**config.mk**
```make
export PLATFORM = sky130hd
export DESIGN_NAME = timer_controller
export DESIGN_NICKNAME = d
export VERILOG_FILES = /design/src/rtl/timer_controller.sv
export SDC_FILE = /design/constraint.sdc
export NUM_CORES = 1
export LEC_CHECK = 0
export CAP_MARGIN = 10
export CORE_ASPECT_RATIO = 0.9
export CORE_MARGIN = 2
export CORE_UTILIZATION = 47
export CTS_CLUSTER_DIAMETER = 200
export CTS_CLUSTER_SIZE = 28
export DETAILED_ROUTE_END_ITERATION = 10
export GPL_TIMING_DRIVEN = 0
export HOLD_SLACK_MARGIN = 0.03
export PLACE_DENSITY = 0.74
export SLEW_MARGIN = 15
export SYNTH_ARGS = -nofsm -noshare
export SYNTH_HDL_FRONTEND = slang
export SYNTH_SLANG_ARGS = --single-unit
```
**constraint.sdc**
```tcl
create_clock -name clock -period 1.6 [get_ports clock]
set_clock_uncertainty 0.1 [all_clocks]
set_input_delay 0.16 -clock clock [delete_from_list [all_inputs] [get_ports clock]]
set_output_delay 0.16 -clock clock [all_outputs]
set_load 0.01 [all_outputs]
```
**src/rtl/timer_controller.sv**
```systemverilog
// -----------------------------------------------------------------------------
// timer_controller
//
// Times one of four programmable intervals, counted in whole seconds using an
// external once-per-second tick. The four durations live in a small register
// table that can be rewritten at any time. Rewriting the table does not affect
// an interval that is already counting.
//
// A start request latches the table index and enters LOAD. LOAD pulses
// divider_restart so that the first second is a full second. The selected
// duration is then loaded into remaining. COUNT decrements remaining once per
// tick. DONE pulses expired for one cycle.
//
// Ports
//   clock           system clock; all state updates on its rising edge
//   reset           asynchronous, active-high reset
//   start           one-cycle request to time table[interval_sel]
//   interval_sel    table index, sampled only while start is high
//   reprogram       one-cycle table write strobe
//   time_param_sel  table index written on reprogram
//   time_value      new duration in seconds (0..15)
//   one_hz_enable   one-cycle tick from the seconds divider
//   divider_restart high for the single LOAD cycle; zeroes the divider phase
//   expired         one-cycle pulse when the interval has elapsed
//   busy            high while an interval is loading or counting
//   remaining       seconds left in the current interval
// -----------------------------------------------------------------------------
module timer_controller #(
  parameter logic [3:0] T_ARM_DELAY       = 4'd6,
  parameter logic [3:0] T_DRIVER_DELAY    = 4'd8,
  parameter logic [3:0] T_PASSENGER_DELAY = 4'd15,
  parameter logic [3:0] T_ALARM_ON        = 4'd10
) (
  input  logic       clock,
  input  logic       reset,
  input  logic       start,
  input  logic [1:0] interval_sel,
  input  logic       reprogram,
  input  logic [1:0] time_param_sel,
  input  logic [3:0] time_value,
  input  logic       one_hz_enable,
  output logic       divider_restart,
  output logic       expired,
  output logic       busy,
  output logic [3:0] remaining
);

  typedef enum logic [1:0] {
    IDLE  = 2'd0,
    LOAD  = 2'd1,
    COUNT = 2'd2,
    DONE  = 2'd3
  } state_t;

  state_t     state;
  state_t     state_next;
  logic [3:0] dur_tbl [4];
  logic [1:0] sel_q;
  logic [3:0] load_value;

  assign load_value = dur_tbl[sel_q];

  // ---------------------------------------------------------------------------
  // State register
  // ---------------------------------------------------------------------------
  // NOTE: every clocked process uses non-blocking assignments so that all
  // registers sample their inputs from the same edge, independent of the
  // order in which the processes are evaluated.
  always_ff @(posedge clock or posedge reset) begin
    if (reset) state <= IDLE;
    else       state <= state_next;
  end

  // ---------------------------------------------------------------------------
  // Next-state logic. A start request wins over every other transition.
  // ---------------------------------------------------------------------------
  // NOTE: the next state gets a default before the case statement. Without
  // that default, any path that left it unassigned would infer a latch.
  always_comb begin
    state_next = state;
    if (start) begin
      state_next = LOAD;
    end else begin
      case (state)
        IDLE:    state_next = IDLE;
        LOAD:    state_next = (load_value != 4'd0) ? COUNT : DONE;
        COUNT:   if (one_hz_enable && remaining == 4'd1) state_next = DONE;
        DONE:    state_next = IDLE;
        default: state_next = IDLE;
      endcase
    end
  end

  // ---------------------------------------------------------------------------
  // Moore outputs, decoded from the state register alone. Because of that,
  // reset clears them as soon as it clears the state.
  // ---------------------------------------------------------------------------
  always_comb begin
    divider_restart = 1'b0;
    expired         = 1'b0;
    busy            = 1'b0;
    case (state)
      LOAD: begin
        divider_restart = 1'b1;
        busy            = 1'b1;
      end
      COUNT:   busy    = 1'b1;
      DONE:    expired = 1'b1;
      default: ;
    endcase
  end

  // ---------------------------------------------------------------------------
  // Duration table. It is writable in any state. A write on the same edge as
  // a start is seen by the following LOAD cycle.
  // ---------------------------------------------------------------------------
  // NOTE: this small table is reset on purpose, because the reset values are
  // the documented default durations. A large storage array would normally be
  // left unreset so that it can map onto RAM.
  always_ff @(posedge clock or posedge reset) begin
    if (reset) begin
      dur_tbl[0] <= T_ARM_DELAY;
      dur_tbl[1] <= T_DRIVER_DELAY;
      dur_tbl[2] <= T_PASSENGER_DELAY;
      dur_tbl[3] <= T_ALARM_ON;
    end else if (reprogram) begin
      dur_tbl[time_param_sel] <= time_value;
    end
  end

  // ---------------------------------------------------------------------------
  // Interval datapath: latched table index and the seconds-remaining counter.
  // The counter is loaded only when LOAD actually hands over to COUNT or DONE.
  // It moves only on ticks in COUNT, so it holds in IDLE and DONE. It cannot
  // go below zero, because COUNT is never entered with zero remaining.
  // ---------------------------------------------------------------------------
  always_ff @(posedge clock or posedge reset) begin
    if (reset) begin
      sel_q     <= 2'd0;
      remaining <= 4'd0;
    end else begin
      if (start) sel_q <= interval_sel;

      if (state == LOAD && !start) begin
        remaining <= load_value;
      end else if (state == COUNT && !start && one_hz_enable
                   && remaining != 4'd0) begin
        remaining <= remaining - 4'd1;
      end
    end
  end

endmodule

```
==> results.md <==
* CTS tree: done
* FP Rows at 17
* Total power at 2150 uW
* Seq pwr share at 0.421
* Share of cells above drive strength 1 at 0.336
* Final Hold Viols at 0
* Clock Path Buffers at 2
* Global-route wire length before repair at 4000 um
* Fillcell total at 201
* Clk slew on worst S/H paths at between 0.1 and 0.15 ns
* Vias/cell at between 5 and 6
* Gp weighted congestion at 0.749
* Crit path DAT at about 1.9 ns
* Launch point of the worst reg-to-reg path: sel_q[0]$_DFFE_PP0P_
* CP Data Required Time at roughly 1.8 ns
* Setup crit end kind: register
* CP Depth at 4
* Final worst path period share at 1.07
* Worst path max stage delay at 0.54 ns
* IO buf count at 19
* Sequential area share after synthesis at 0.497
* Seq. cell area at 613 um2
* # IOs at 20
* Antenna-violating nets left at 0
* Syn avg cell area at 13.2 um2
* Area Overhead vs Synth at 32.6%
* Synthesized instance count at 93
* Width of the die at 58.0 um
* LEAKAGE at slightly below 0.0007 uW
* P_sw at 703 uW
* Dominant cell type by area after synthesis: dfrtp_1
* Synth warn at 0
* Setup CP Type: register to register
* Core area at between 2000 and 2500 um2
* Crit-path max FO at 6
* Detailed Routing Iterations Pass 1 at 4
* Achievable Freq at 584 MHz
* Max-cap violations at 0
* Peak VDD IR at 0.800 mV
* Synth Register Bits at 24
* Gr ovfl total at 0
* Sink Count at 24
* Power per Cell Area at approximately 1300 nW/um2
* Placed Area at around 1500 um2
* Pint at 1440 uW
* Slew Limit Fails at 0
* Combinational Power Share at 0.433
* Crit-path cells: buf_6 -> mux4_2 -> a2111oi_4 -> o22a_1
* Setup WS post-layout at -0.111 ns
* Top cells by area, synth: dfrtp_1 30%, dfstp_2 19%, mux2_1 15%, ha_1 5.1%, mux4_2 3.7%
* Post-Route WL at 2340 um
* Syn Nets at 111
* Outcome: finished, violations left
* Worst hold-check path type: input port to async pin
* Post-route minimum period at ~1.7 ns
* RSZ-0062 raised after global routing: yes
* Vias post-DR at 845
* Library cells used by synthesis at 25
* Critical Path Start: sel_q[0]$_DFFE_PP0P_
* Least-Margin Pin Slew at 0.876 ns
* CP max stage cell: mux4_2
* # hold bufs at CTS at 0
* Diodes inserted at 0
* Synth top area share at 0.305
* Violated checks: negative setup slack
* Sw frac at 0.327
* FF-to-FF End: state[0]$_DFFE_PP0P_
* Initial antenna violation count at 0
* Starting Density at 0.499
* Bufs and invs on worst path at 1
* Root buffer cell: clkbuf_4
* Multi-input logic area at 637 um2
* Worst slew margin at 0.416
* Fin area at 1630 um2
* DP HPWL at 1650 um
* Worst setup path end: state[0]$_DFFE_PP0P_
* Final setup viols at 3
* Hold slack at about 0.21 ns
* Final Net Count at 144
* Worst R2R Setup Slack at -0.11 ns
* Reg2Reg Depth at 4
* Total Die Area at 3050 um2
* Syn Std Cell Area at 1230 um2
* Critical Path Source Type: register
* Final core occ at 0.662
* Routed wire per std cell at 15.3 um
* Crit-path leading delay family: multiplexers
* Total GRT Usage at 0.177
* Clk pwr share at 0.146
* Worst-skew pair later-pin latency at 0.31 ns
* Starting DRT DRC Count at 10
* Largest net degree at the start of global routing at 25
* Die height at 52.6 um
* Vias in the first global route at a little under 900
* Commonest non-fill, non-tap cells in the layout: 16 x mux2_1, 15 x clkdlybuf4s50_1, 14 x dfrtp_1
* # H-tree levels at 1
* DRC Markers at 0
* Cts bufs inserted at 3
* Leading cell type in the layout, fill and taps excluded: mux2_1
-- sequential cells by signal, indices dropped and copies added, names as in the netlist --
signal / count
remaining: 4
state: 2
sel_q: 2
dur_tbl: 16
-- area by class of cell --
class                      instances  area share
sequential                        24       0.375
clock buffer                       4      0.0222
inverter                           8      0.0199
tap                               28      0.0215
buffer                             2      0.0115
multi-input combinational         59       0.390
timing repair buffer              28       0.159
-- worst register-to-register path: stages, from the launching register on --
cell       delay (ns)
dfrtp_1          0.36
buf_6            0.13
mux4_2           0.54
a2111oi_4        0.34
o22a_1           0.18
-- metrics by stage --
| step | worst slack, ns | setup TNS [ns] | cells |
|---|---|---|---|
| final | -0.111 | -0.179 | 153 |
| after floorplan | 0.0185 | 0 | 93 |
| after global routing | -0.195 | -0.482 | 153 |
| after detailed placement | -0.344 | -1.73 | 140 |
| after global placement | -0.264 | -1.33 | 140 |
| after CTS | -0.107 | -0.328 | 151 |
-- Yosys cell counts (all sizes together) --
| cell | count |
|---|---|
| mux2 | 19 |
| dfrtp | 15 |
| dfstp | 9 |
| inv | 8 |
| ha | 5 |
| a21oi | 4 |
| mux2i | 4 |
| nand3b | 4 |
| nor2 | 4 |
| mux4 | 3 |
| nand3 | 3 |
| xnor2 | 3 |
| buf | 2 |
| nor3b | 2 |
| a2111oi | 1 |
| a211oi | 1 |
| a311o | 1 |
| nand2 | 1 |
| o211ai | 1 |
| o21ai | 1 |
| o22a | 1 |
| or3 | 1 |
-- kinds of logic (layout without fill, tap and decap cells) --
| family | after synthesis | after routing | synth area share |
|---|---|---|---|
| flops | 24 | 24 | 0.497 |
| compound gates | 10 | 10 | 0.0600 |
| xor+xnor | 3 | 3 | 0.0213 |
| fa+ha+maj | 5 | 5 | 0.0508 |
| mux | 26 | 26 | 0.264 |
| simple gates | 15 | 15 | 0.0691 |
| buf+inv | 10 | 42 | 0.0376 |
-- layer usage --
metal / wire length [um] / GRT usage / vias up
li1: - / - / 399
met1: 990 / 0.230 / 424
met2: 1220 / 0.307 / 20
met3: 108 / 0.0296 / 2
met4: 15 / 0.0465 / 0
met5: 0 / 0 / -
-- worst min-delay path by stage --
stage	from	endpoint	slack, ns	cells past startpoint
floorplan	reset	dur_tbl[0]$_DFFE_PP0P_	0.07	1
global placement	dur_tbl[12]$_DFFE_PP0P_	dur_tbl[12]$_DFFE_PP0P_	0.36	1
detailed placement	dur_tbl[15]$_DFFE_PP0P_	dur_tbl[15]$_DFFE_PP0P_	0.37	1
CTS	reset	sel_q[0]$_DFFE_PP0P_	0.25	2
global route	reset	sel_q[1]$_DFFE_PP0P_	0.31	2
finish	reset	sel_q[1]$_DFFE_PP0P_	0.21	2
-- timing repair --
| item | 4_1_cts | 5_1_grt |
|---|---|---|
| hold endpoints to repair | 0 | 0 |
| endpoints found under the setup margin | 6 | 11 |
| pin swaps | 1 | 7 |
| resized for setup | 12 | 16 |
| buffers inserted | 7 | 2 |
-- power groups by stage --
| stage | Sequential (uW) | Clock, uW | Combinational [uW] |
|---|---|---|---|
| after global routing | 929 | 353 | 1020 |
| after CTS | 893 | 321 | 822 |
| final | 904 | 313 | 930 |
| after detailed placement | 911 | 0 | 763 |
| after floorplan | 909 | 0 | 442 |
| after global placement | 897 | 0 | 737 |
(Power assumes the default switching activity.)
